<file path="src/rtl/tm1638_pkg.sv">
// Shared constants, FSM state type and data-byte helper for the TM1638 LED writer.
package tm1638_pkg;

  localparam logic [7:0] CMD_WRITE_AUTO = 8'h40;
  localparam logic [7:0] CMD_ADDR0      = 8'hC0;
  localparam logic [7:0] CMD_DISP_ON    = 8'h88;

  localparam int unsigned NUM_BYTES   = 19;
  localparam int unsigned LAST_BYTE   = NUM_BYTES - 1;
  localparam int unsigned GRP_B_LAST  = NUM_BYTES - 2;
  localparam int unsigned BYTE_IDX_W  = 5;
  localparam int unsigned BIT_IDX_W   = 3;

  typedef enum logic [2:0] {
    IDLE,
    STB_LO,
    BIT_LO,
    BIT_HI,
    STB_HI
  } state_t;

  // Display RAM byte at address addr: odd addresses hold one LED, even ones a segment byte.
  function automatic logic [7:0] data_byte(input logic [3:0] addr,
                                           input logic [7:0] leds,
                                           input logic [63:0] segs);
    if (addr[0]) begin
      return {7'b0, leds[addr[3:1]]};
    end
    return segs[{addr[3:1], 3'b000} +: 8];
  endfunction

endpackage

</file>
<file path="src/rtl/tm1638_tick.sv">
// Half-bit tick generator: one-clock pulse every CLK_DIV clocks, held off while clr is high.
module tm1638_tick #(
  parameter int unsigned CLK_DIV = 8
) (
  input  logic clk,
  input  logic rs,
  input  logic clr,
  output logic tick_c
);

  localparam int unsigned CW = (CLK_DIV > 1) ? $clog2(CLK_DIV) : 1;
  localparam logic [CW-1:0] LAST = CW'(CLK_DIV - 1);

  logic [CW-1:0] cnt;

  always_ff @(posedge clk) begin
    if (rs || clr) begin
      cnt <= '0;
    end else if (cnt == LAST) begin
      cnt <= '0;
    end else begin
      cnt <= cnt + CW'(1);
    end
  end

  assign tick_c = !clr && (cnt == LAST);

endmodule

</file>
<file path="src/rtl/tm1638_led_tx.sv">
// Writes the 8-bit LED vector to a TM1638 board over STB/CLK/DIO as a 19-byte frame.
// Define TM1638_SEG_EN to add a 64-bit seg input that fills the even (segment) addresses.
module tm1638_led_tx
  import tm1638_pkg::*;
#(
  parameter int unsigned CLK_DIV = 8,
  parameter logic [2:0]  BRIGHT  = 3'd7,
  parameter int unsigned REFRESH = 0
) (
  input  logic        clk,
  input  logic        rs,
  input  logic [7:0]  led,
`ifdef TM1638_SEG_EN
  input  logic [63:0] seg,
`endif
  output logic        tm_stb,
  output logic        tm_clk,
  output logic        tm_dio,
  output logic        busy,
  output logic        frame_done
);

  localparam int unsigned RW = (REFRESH > 1) ? $clog2(REFRESH) : 1;
  localparam int unsigned REFRESH_LAST = (REFRESH > 0) ? REFRESH - 1 : 0;

  state_t                  state;
  logic [BYTE_IDX_W-1:0]   byte_idx;
  logic [BIT_IDX_W-1:0]    bit_idx;
  logic [7:0]              cur_byte;
  logic                    stb_wait;
  logic                    init_pending;
  logic [7:0]              led_snap;
  logic [7:0]              led_sent;
  logic [RW-1:0]           refresh_cnt;
  logic [63:0]             seg_snap;
  logic                    seg_changed_c;

  logic                    tick_c;
  logic                    tick_clr_c;
  logic                    refresh_hit_c;
  logic                    start_c;
  logic                    group_end_c;
  logic [BYTE_IDX_W-1:0]   next_idx_c;
  logic [3:0]              data_addr_c;
  logic [7:0]              next_byte_c;

`ifdef TM1638_SEG_EN
  logic [63:0] seg_sent;
  assign seg_changed_c = (seg != seg_sent);
`else
  assign seg_snap      = '0;
  assign seg_changed_c = 1'b0;
`endif

  // Tick counter runs only during a frame, so it restarts from zero on every start.
  assign tick_clr_c = ~busy;

  tm1638_tick #(
    .CLK_DIV(CLK_DIV)
  ) u_tick (
    .clk   (clk),
    .rs    (rs),
    .clr   (tick_clr_c),
    .tick_c(tick_c)
  );

  assign refresh_hit_c = (REFRESH != 0) && (refresh_cnt == RW'(REFRESH_LAST));
  assign start_c       = init_pending || (led != led_sent) || seg_changed_c || refresh_hit_c;
  assign group_end_c   = (byte_idx == '0) ||
                         (byte_idx == BYTE_IDX_W'(GRP_B_LAST)) ||
                         (byte_idx == BYTE_IDX_W'(LAST_BYTE));

  // Content of the byte following the one currently on the wire.
  always_comb begin
    next_idx_c  = byte_idx + BYTE_IDX_W'(1);
    data_addr_c = 4'(next_idx_c - BYTE_IDX_W'(2));
    case (next_idx_c)
      BYTE_IDX_W'(1):         next_byte_c = CMD_ADDR0;
      BYTE_IDX_W'(LAST_BYTE): next_byte_c = CMD_DISP_ON | {5'b0, BRIGHT};
      default:                next_byte_c = data_byte(data_addr_c, led_snap, seg_snap);
    endcase
  end

  always_ff @(posedge clk) begin
    if (rs) begin
      state        <= IDLE;
      tm_stb       <= 1'b1;
      tm_clk       <= 1'b1;
      tm_dio       <= 1'b1;
      busy         <= 1'b0;
      frame_done   <= 1'b0;
      init_pending <= 1'b1;
      byte_idx     <= '0;
      bit_idx      <= '0;
      cur_byte     <= '0;
      stb_wait     <= 1'b0;
      led_snap     <= '0;
      led_sent     <= '0;
      refresh_cnt  <= '0;
`ifdef TM1638_SEG_EN
      seg_snap     <= '0;
      seg_sent     <= '0;
`endif
    end else begin
      frame_done <= 1'b0;
      case (state)
        IDLE: begin
          if (start_c) begin
            state        <= STB_LO;
            tm_stb       <= 1'b0;
            busy         <= 1'b1;
            led_snap     <= led;
            init_pending <= 1'b0;
            byte_idx     <= '0;
            bit_idx      <= '0;
            cur_byte     <= CMD_WRITE_AUTO;
            refresh_cnt  <= '0;
`ifdef TM1638_SEG_EN
            seg_snap     <= seg;
`endif
          end else if (REFRESH != 0) begin
            refresh_cnt <= refresh_cnt + RW'(1);
          end
        end
        STB_LO: begin
          if (tick_c) begin
            state   <= BIT_LO;
            tm_clk  <= 1'b0;
            tm_dio  <= cur_byte[0];
            bit_idx <= '0;
          end
        end
        BIT_LO: begin
          if (tick_c) begin
            state  <= BIT_HI;
            tm_clk <= 1'b1;
          end
        end
        BIT_HI: begin
          if (tick_c) begin
            if (bit_idx != BIT_IDX_W'(7)) begin
              bit_idx <= bit_idx + BIT_IDX_W'(1);
              state   <= BIT_LO;
              tm_clk  <= 1'b0;
              tm_dio  <= cur_byte[bit_idx + BIT_IDX_W'(1)];
            end else if (group_end_c) begin
              state    <= STB_HI;
              tm_stb   <= 1'b1;
              stb_wait <= 1'b0;
            end else begin
              byte_idx <= next_idx_c;
              cur_byte <= next_byte_c;
              bit_idx  <= '0;
              state    <= BIT_LO;
              tm_clk   <= 1'b0;
              tm_dio   <= next_byte_c[0];
            end
          end
        end
        STB_HI: begin
          // Strobe stays high for two ticks between groups.
          if (tick_c) begin
            if (!stb_wait) begin
              stb_wait <= 1'b1;
            end else if (byte_idx == BYTE_IDX_W'(LAST_BYTE)) begin
              state      <= IDLE;
              busy       <= 1'b0;
              frame_done <= 1'b1;
              led_sent   <= led_snap;
`ifdef TM1638_SEG_EN
              seg_sent   <= seg_snap;
`endif
            end else begin
              byte_idx <= next_idx_c;
              cur_byte <= next_byte_c;
              state    <= STB_LO;
              tm_stb   <= 1'b0;
            end
          end
        end
        default: state <= IDLE;
      endcase
    end
  end

endmodule

</file>
<file path="config.mk">
export PLATFORM = sky130hd
export DESIGN_NAME = tm1638_led_tx
export DESIGN_NICKNAME = d
export VERILOG_FILES = /design/src/rtl/tm1638_pkg.sv /design/src/rtl/tm1638_tick.sv /design/src/rtl/tm1638_led_tx.sv
export SDC_FILE = /design/constraint.sdc
export NUM_CORES = 1
export LEC_CHECK = 0
export ABC_AREA = 1
export CAP_MARGIN = 0
export CORE_UTILIZATION = 53
export CTS_CLUSTER_SIZE = 14
export DETAILED_ROUTE_END_ITERATION = 8
export GPL_ROUTABILITY_DRIVEN = 0
export PLACE_DENSITY = 0.77
export SYNTH_ARGS = -nofsm -noshare
export SYNTH_HDL_FRONTEND = slang
export SYNTH_SLANG_ARGS = --single-unit
</file>
<file path="constraint.sdc">
create_clock -name clk -period 1.8 [get_ports clk]
set_input_delay 0.27 -clock clk [delete_from_list [all_inputs] [get_ports clk]]
set_output_delay 0.27 -clock clk [all_outputs]
set_load 0.02 [all_outputs]
</file>
Word level (Yosys, flattened, before mapping)
Index checks and enable logic that the tools add are counted.
{ "op_classes": {"addsub": 4, "n_lt_le_gt_ge": 2, "n_eq_ne": 23, "n_shift": 1, "mux": 70, "n_bitwise": 4, "n_reduce_logical": 26} }
{ "ops": {"columns": ["cell", "n"], "rows": [
  ["8-bit 2-to-1 mux", 9],
  ["64-bit by 7-bit indexed part select with 8-bit output (first input constant)", 1],
  ["3-bit 2-to-1 mux", 13],
  ["5-bit 2-to-1 mux", 7],
  ["1-bit 2-to-1 mux", 29],
  ["8-bit one-hot mux with 3 select lines", 1],
  ["2-bit != test (second input constant)", 11],
  ["5-bit AND reduction", 4],
  ["8-bit one-hot mux with 2 select lines", 1],
  ["8-bit AND reduction", 2],
  ["5-bit == test (second input constant)", 3],
  ["3-bit one-hot mux with 5 select lines", 1],
  ["5-bit one-hot mux with 3 select lines", 1],
  ["3-bit one-hot mux with 3 select lines", 1],
  ["3-bit nonzero test", 3],
  ["3-bit by 4-bit less-than comparator with 1-bit output (second input constant)", 2],
  ["8-bit != test", 1],
  ["4-bit AND reduction", 2],
  ["3-bit by 1-bit adder with 3-bit output (second input constant)", 2],
  ["1-bit binary-select mux with 3-bit select", 2],
  ["3-bit by 2-bit == test with 1-bit output (second input constant)", 2],
  ["3-bit == test (second input constant)", 2],
  ["3-bit != test (second input constant)", 2],
  ["1-bit one-hot mux with 2 select lines", 3],
  ["15 further kinds", 25]
]} }
{ "word_totals": {"regBits": 45, "input_bits": 10, "word_cells": 144} }

Depth between registers and ports, before layout
Gate-level depths: netlist (run 1).
{ "logic_depth": {"depth_word": 11, "ltp_mapped": 16, "depth_no_buf": 16} }

Modules after synthesis
From an unflattened synthesis (run 1), not the netlist that was laid out.
{ "hier_totals": {"cells_unflattened": 335, "area_unflattened_um2": 2351.0} }
{ "modules_own_cells": {"columns": ["module", "instances", "cells_per_inst", "area_each_um2", "seq_area_each_um2"], "rows": [
  ["tm1638_led_tx", 1, 321, 2232.1, 760.7],
  ["tm1638_tick", 1, 14, 118.9, 60.1]
]} }

Worst setup path after synthesis (run 1)
Ideal clock, no wire load.
{ "synth_timing": {"kind": "register to register", "from": "reg byte_idx[0]", "to": "reg cur_byte[0]", "setup_time_ns": 0.129, "t_arrival_ns": 1.818, "slack_ns": -0.147, "path_stages_with_launch": 14, "path_cell_list": "dfxtp_1 -> inv_1 -> ha_1 -> inv_1 -> ha_1 -> inv_1 -> nand3_1 -> nand2_1 -> nand3_1 -> nand2_1 -> a21oi_1 -> nor2_1 -> nor2_1 -> nor2_1"} }
{ "synth_via": {"elab_chain_cells": 11} }
{ "synth_rtl": {"columns": ["item", "line", "rtl"], "rows": [
  ["start, declared", "tm1638_led_tx.sv:27", "logic [BYTE_IDX_W-1:0] byte_idx;"],
  ["start signal, assigned", "tm1638_led_tx.sv:151", "byte_idx <= next_idx_c;"],
  ["start signal, assigned", "tm1638_led_tx.sv:174", "byte_idx <= next_idx_c;"],
  ["branches (longest 11 deep; another with 5-bit by 1-bit adder with 5-bit output)", null, null],
  ["end signal, assigned", "tm1638_led_tx.sv:152", "cur_byte <= next_byte_c;"],
  ["end signal, assigned", "tm1638_led_tx.sv:175", "cur_byte <= next_byte_c;"],
  ["end, declared", "tm1638_led_tx.sv:29", "logic [7:0] cur_byte;"]
]} }
Parallel ways; which one is timed is not known. The select of a mux whose other input is x is not followed.
A chain may end at the register's enable or synchronous reset.

Worst setup path in the final report (run 1)
Same ends and word-level chain as after synthesis.

==> flow_summary.rst, run 1 <==
.. list-table::
   :header-rows: 1

   * - Metric
     - Value
   * - Yosys warnings
     - 0
   * - Crit path time final
     - 1.76 ns
   * - Launching element type of the critical path
     - flip-flop
   * - Peak supply drop
     - 0.461 mV
   * - Top delay family on crit path
     - adder cells
   * - Initial antenna violation count
     - 0
   * - Total negative slack for setup checks
     - 0 ns
   * - Largest net degree at the start of global routing
     - 23
   * - Setup repair after global routing missed its margin
     - yes
   * - Sequential standard cell area
     - 828 µm²
   * - Remaining DRCs
     - 0
   * - Total iterations of the first detailed-routing run
     - 4
   * - HPWL after DPL
     - 3770 µm
   * - Share of cells above drive strength 1
     - 0.231
   * - Final Setup Violations
     - 0
   * - Routed WL per cell
     - 12.6 µm
   * - Filler instances
     - 334
   * - Endpoint type of the worst setup path
     - flip-flop
   * - Number of port buffers
     - 14
   * - Proportion of synthesized flip-flops having asynchronous set or reset
     - 0
   * - Number of enable flip-flop cells after synthesis
     - 0
   * - CP Cell Sequence
     - inv_4 > ha_4 > inv_4 > ha_4 > inv_4 > nand3_2 > nand2_1 > nand3_1 > nand2_2 > a21oi_2 > nor2_1 > nor2_1 > nor2_1
   * - Outcome
     - complete, no violations
   * - Multiplexer area fraction after synthesis
     - 0
   * - Most used standard cells in the synthesized netlist
     - nand2_1 (73), inv_1 (47), dfxtp_1 (41), a21oi_1 (34), nor2_1 (32)
   * - Pwr Density
     - 636 mW/mm²
   * - Area growth from synthesis to layout
     - 25.7%
   * - Buffer cell driving the clock tree root
     - clkbuf_8
   * - Relative slew margins
     - 0.818
   * - TritonCTS clock tree
     - yes
   * - Global-route wire length before repair
     - 8590 µm
   * - Met2 routed WL
     - 2670 µm
   * - Vias in the first global route
     - 1970
   * - Total chip power
     - 1.89 mW
   * - Data arrival time at the worst-slack endpoint
     - 1.95 ns
   * - Die Y
     - 68.8 µm
   * - FF+latch count, synth
     - 41
   * - Antenna Nets Post-Route
     - 0
   * - Synth Area per Inst
     - 7.02 µm²
   * - Number of buffers created by CTS
     - 5
   * - Largest family of logic cells by synthesized area
     - simple AND/OR/NAND/NOR gates
   * - Cell count after synthesis
     - 337
   * - Initial standard-cell utilization of the core
     - 0.571
   * - Grt total ovfl
     - 0
   * - Fin nets
     - 396
   * - Leakage component of the power
     - 1.34 nW
   * - Max-cap violation count
     - 0
   * - Count of H-tree levels built during CTS
     - 2
   * - Syn nets
     - 357
   * - Final period util
     - 0.979
   * - Footprint of the multi-input gates
     - 0.00144 mm²
   * - Final max-slew violation count
     - 0
   * - Worst-path clk slew
     - 0.08 ns
   * - Die extent in x
     - 68.8 µm
   * - Number of buffers on the longest clock path
     - 2
   * - Class of the most critical hold timing path
     - flip-flop to flip-flop
   * - Xor/xnor cell area share of the yosys netlist
     - 0.00740
   * - Transition at the pin with the smallest max-transition slack
     - 0.270 ns
   * - Count of unique library cells instantiated by Yosys
     - 38
   * - Site Rows
     - 23
   * - Via count
     - 2311
   * - Largest area contributor in the netlist
     - dfxtp_1
   * - Die Outline Area
     - 0.00474 mm²
   * - Number of I/O pins
     - 15
   * - Aggregate routed wire length
     - 5400 µm
   * - Yosys top cell area share
     - 0.347
   * - DR vias/cell
     - 5.41
   * - Clock net sink count
     - 41
   * - Final clock skew
     - 0.0110 ns
   * - Violation count after the first detailed-route iteration
     - 171
   * - Achievable Freq
     - 0.568 GHz
   * - Number of antenna cells inserted
     - 0
   * - Count of hold-fix buffers inserted at cts
     - 0
   * - Hold violation count in the final report
     - 0
   * - Biggest area contributors in the synthesized netlist
     - dfxtp_1 (35%), nand2_1 (12%), inv_1 (7.5%)
   * - Arithmetic-cell share of the synthesized area counting full adders, half adders and majority gates
     - 0.0529
   * - Portion of the post-synthesis area used by sequential elements
     - 0.347
   * - Detail Route met3 WL
     - 215 µm
   * - Routed met1 length
     - 2460 µm
   * - Latest clock arrival within the worst-skew pair
     - 0.30 ns
   * - Share of the synthesized area in compound gates (AO/OA/AOI/OAI)
     - 0.156
   * - Worst Path Max Fanout
     - 4
   * - CP Data Required Time
     - 1.99 ns
   * - Mapped cell area
     - 0.00237 mm²
   * - CORE AREA
     - 0.00414 mm²
   * - Biggest cell delay along the critical path
     - 0.39 ns
   * - Highest metal used
     - met4
   * - Number of buffer and inverter instances along the worst setup path
     - 3
   * - Post-synthesis simple-gate area fraction
     - 0.334
   * - Slowest stage cell on the critical path
     - dfxtp_4
   * - Most common flop cell mapped by yosys
     - dfxtp_1
   * - Crit Path Category
     - flip-flop to flip-flop
   * - Total track usage
     - 0.245
   * - Count leader, synth
     - nand2_1
==> layout make-up <==
class | count | share of cell area
timing repair buffer | 38 | 0.116
inverter | 52 | 0.0698
tap | 50 | 0.0210
multi-input combinational | 238 | 0.482
clock inverter | 2 | 0.00463
clock buffer | 6 | 0.0278
sequential | 41 | 0.278
==> cells by family (layout without fill, tap and decap cells) <==
logic type               Yosys count  after routing
adder cells (fa/ha/maj)           10             10
AO/OA/AOI/OAI                     67             67
flip-flops                        41             41
AND/OR/NAND/NOR                  158            159
XOR/XNOR                           2              2
buffers and inverters             59             98
==> per-stage QoR <==
| step | utilization | setup WS (ns) | std cells | hold slack (ns) | cell area (µm²) |
|---|---|---|---|---|---|
| 2_1_floorplan | - | 0.00895 | 337 | 0.349 | 2380 |
| 3_3_place_gp | 0.659 | -0.0290 | 416 | 0.411 | 2730 |
| 3_5_place_dp | 0.659 | -0.0829 | 416 | 0.414 | 2730 |
| 4_1_cts | 0.688 | -0.00368 | 424 | 0.426 | 2850 |
| 5_1_grt | 0.718 | -0.0629 | 427 | 0.450 | 2980 |
| 6_report | 0.718 | 0.0383 | 427 | 0.429 | 2980 |
==> routing by layer <==
metal,vias to the layer above,track usage
li1,1174,-
met1,1075,0.297
met2,55,0.424
met3,7,0.0395
met4,0,0.110
met5,-,0
==> final timing paths <==
check,from,endpoint,slack [ns],depth (start not counted)
worst min-delay path,u_tick.cnt[0],u_tick.cnt[0],0.43,1
worst max register to register,byte_idx[0],cur_byte[0],0.04,13
worst min register to register,u_tick.cnt[0],u_tick.cnt[0],0.43,1
worst max-delay path,byte_idx[0],cur_byte[0],0.04,13
==> state kept, by name, summed over array words and instances (netlist names), 3 cells and up <==
name,flops
byte_idx,5
state,3
u_tick.cnt,3
bit_idx,3
led_snap,8
led_sent,8
cur_byte,4
==> cells in the final DEF, fill, tap and decap left out, types with 2 or more instances in the layout <==
cell type        netlist  layout
a21oi_1               34      32
a21oi_2                2       3
a21oi_4                1       2
buf_12                 0       2
buf_4                  2      22
clkbuf_8               0       6
clkdlybuf4s50_1        0      14
dfxtp_1               41      39
dfxtp_4                0       2
ha_1                  10       6
ha_4                   0       3
inv_1                 47      43
inv_2                  3       4
inv_4                  2       5
nand2_1               73      69
nand2_2                2       6
nand2_4                4       4
nand3_1               24      18
nand3_2                0       7
nand3_4                3       3
nand4_1                4       4
nor2_1                32      27
nor2_2                 2       5
nor2_4                 3       5
nor3_1                 5       5
o21ai_0               21      20
o21ai_1                3       3
==> repair_timing <==
item	in CTS	in global routing
resized for setup	5	29
endpoints found under the hold margin	0	0
setup buffers	0	2
gates cloned	0	1
pin swaps	0	18
endpoints found under the setup margin	7	15
==> where the power goes <==
group	switching [mW]	total, mW	internal [mW]
combinational	0.169	0.288	0.119
sequential	0.0156	0.958	0.942
clock	0.336	0.647	0.311
total	0.520	1.89	1.37
(Power assumes the default switching activity.)
==> inputs of run 2 (changes only) <==
==> constraint.sdc (replaced) <==
create_clock -name clk -period 1.6 [get_ports clk]
set_input_delay 0.24 -clock clk [delete_from_list [all_inputs] [get_ports clk]]
set_output_delay 0.24 -clock clk [all_outputs]
set_load 0.02 [all_outputs]
==> run 2 against run 1 <==
  * First-iteration DRC count up 2.3%
  * Clock power increased by 14%
  * Combinational power increased by 18%
  * Die area unchanged
  * Register-to-register slack lost 0.20 ns
  * Cell area up 8.6%
  * Cell count increased by 3.7%
  * Highest routed layer unchanged
  * Largest power group unchanged
  * Utilization up 6.2 points
  * Routed wire length is 16% higher
  * The flow now finishes with violations (negative setup slack)
  * Via count increased by 3.5%
  * Sequential power up 13%
==> flow_summary.rst, run 2 (synthesis results as in run 1) <==
.. list-table::
   :header-rows: 1

   * - Metric
     - Value
   * - Aggregate routed wire length
     - 6260 µm
   * - Number of buffers created by CTS
     - 5
   * - Routed WL per cell
     - 14.1 µm
   * - Share of cells above drive strength 1
     - 0.341
   * - Final period util
     - 1.10
   * - DR vias/cell
     - 5.40
   * - HPWL after DPL
     - 3950 µm
   * - Data arrival time at the worst-slack endpoint
     - 2.00 ns
   * - Count of H-tree levels built during CTS
     - 2
   * - Setup repair after global routing missed its margin
     - yes
   * - Initial standard-cell utilization of the core
     - 0.571
   * - Worst hold stages
     - 3
   * - Initial antenna violation count
     - 0
   * - Clock net sink count
     - 41
   * - Latest clock arrival within the worst-skew pair
     - 0.31 ns
   * - Setup slack after layout
     - -0.162 ns
   * - Outcome
     - finished, violations left
   * - Crit path time final
     - 1.76 ns
   * - Reg2Reg Depth
     - 8
   * - Vias in the first global route
     - 2135
   * - Total iterations of the first detailed-routing run
     - 5
   * - CORE AREA
     - 0.00414 mm²
   * - Die Outline Area
     - 0.00474 mm²
   * - Global-route wire length before repair
     - 8970 µm
   * - Final max-slew violation count
     - 0
   * - Area growth from synthesis to layout
     - 36.5%
   * - Number of I/O pins
     - 15
   * - Biggest regs
     - led_sent x8, led_snap x8, byte_idx x5
   * - Worst-path clk slew
     - 0.08 ns
   * - Via count
     - 2393
   * - Class of the most critical hold timing path
     - primary input to flip-flop
   * - Grt total ovfl
     - 0
   * - Remaining DRCs
     - 0
   * - Transition at the pin with the smallest max-transition slack
     - 0.325 ns
   * - Peak supply drop
     - 0.499 mV
   * - Number of antenna cells inserted
     - 0
   * - Fin nets
     - 412
   * - Die Y
     - 68.8 µm
   * - Largest net degree at the start of global routing
     - 23
   * - Final clock skew
     - 0.0106 ns
   * - Number of port buffers
     - 14
   * - Max-cap violation count
     - 0
   * - Antenna Nets Post-Route
     - 0
   * - Pwr Density
     - 667 mW/mm²
   * - Filler instances
     - 289
   * - Achievable Freq
     - 0.567 GHz
   * - Placed Area
     - 0.00285 mm²
   * - Number of buffers on the longest clock path
     - 2
   * - TritonCTS clock tree
     - yes
   * - Leading cell type in the layout, fill and taps excluded
     - nand2_1
   * - Buffer cell driving the clock tree root
     - clkbuf_8
   * - CP Data Required Time
     - 1.84 ns
   * - Worst Path Max Fanout
     - 6
   * - Hold violation count in the final report
     - 0
   * - Launching element type of the critical path
     - flip-flop
   * - Fin area
     - 0.00323 mm²
   * - Failing checks
     - negative setup slack
   * - Site Rows
     - 23
   * - Most used cells in the layout excluding fill and tap cells
     - nand2_1 (59), inv_1 (40), buf_4 (35)
   * - Leakage component of the power
     - 1.45 nW
   * - Relative slew margins
     - 0.783
   * - Die extent in x
     - 68.8 µm
   * - Endpoint type of the worst setup path
     - flip-flop
   * - Total track usage
     - 0.258
   * - Total negative slack for setup checks
     - -1.43 ns
   * - Final Setup Violations
     - 21
   * - Crit Path Category
     - flip-flop to flip-flop
   * - Violation count after the first detailed-route iteration
     - 175
[run 2: cell count changes in the layout (fill, tap and decap cells not counted), moves of 5 or more]
| cell | previous run | this run |
|---|---|---|
| dfxtp_2 | 0 | 5 |
| dfxtp_1 | 39 | 34 |
| nand2_1 | 69 | 59 |
| buf_4 | 22 | 35 |
| nand2_2 | 6 | 15 |
[run 2: worst max-delay path, cell delays in order (launching register included)]
cell and delay (ns):
dfxtp_1 0.52, inv_1 0.12, nand4_1 0.25, nand3_2 0.19
nor2_4 0.16, buf_4 0.14, o21ai_2 0.06, o21a_1 0.18
nor2_1 0.10
[run 2: power breakdown]
group          switching, mW  total, mW  internal, mW
clock                  0.385      0.735         0.350
sequential            0.0198       1.08          1.06
combinational          0.200      0.340         0.141
[run 2: final cells by class]
cell class,instances,area (µm²),area share
Clock buffer,6,82.6,0.0256
Tap cell,50,62.6,0.0194
Inverter,52,208,0.0643
Multi-Input combinational cell,239,1550,0.480
Timing Repair Buffer,53,478,0.148
Clock inverter,2,13.8,0.00426
Sequential cell,41,835,0.258
[run 2: layer usage]
layer | wire [µm] | vias to the layer above | share of wire | track usage
met5 | 0 | - | 0 | 0
met4 | 174 | 0 | 0.028 | 0.102
met3 | 257 | 17 | 0.041 | 0.0625
met2 | 3230 | 65 | 0.52 | 0.466
met1 | 2600 | 1114 | 0.42 | 0.289
li1 | - | 1197 | - | -
[run 2: final timing paths]
kind / from / endpoint / slack, ns
setup / recovery: byte_idx[3] / cur_byte[7] / -0.16
hold / removal: led[5] / led_snap[5] / 0.29
setup reg to reg: byte_idx[3] / cur_byte[7] / -0.16
hold reg to reg: u_tick.cnt[0] / u_tick.cnt[0] / 0.41
[run 2: repair_timing]
action	4_1_cts	5_1_grt
gates resized for setup	20	44
endpoints found under the setup margin	23	29
buffers inserted	0	8
hold buffers	0	0
pin swaps	5	20
gates cloned	0	2
[run 2: stage by stage]
step / utilization / cells / hold WS [ns] / setup WS, ns / total power, mW
global route: 0.780 / 443 / 0.334 / -0.268 / 2.25
global placement: 0.688 / 425 / 0.410 / -0.227 / 1.42
floorplan: - / 337 / 0.319 / -0.0706 / 1.31
detailed placement: 0.688 / 425 / 0.418 / -0.262 / 1.43
finish: 0.780 / 443 / 0.294 / -0.162 / 2.16
CTS: 0.728 / 433 / 0.430 / -0.122 / 2.15
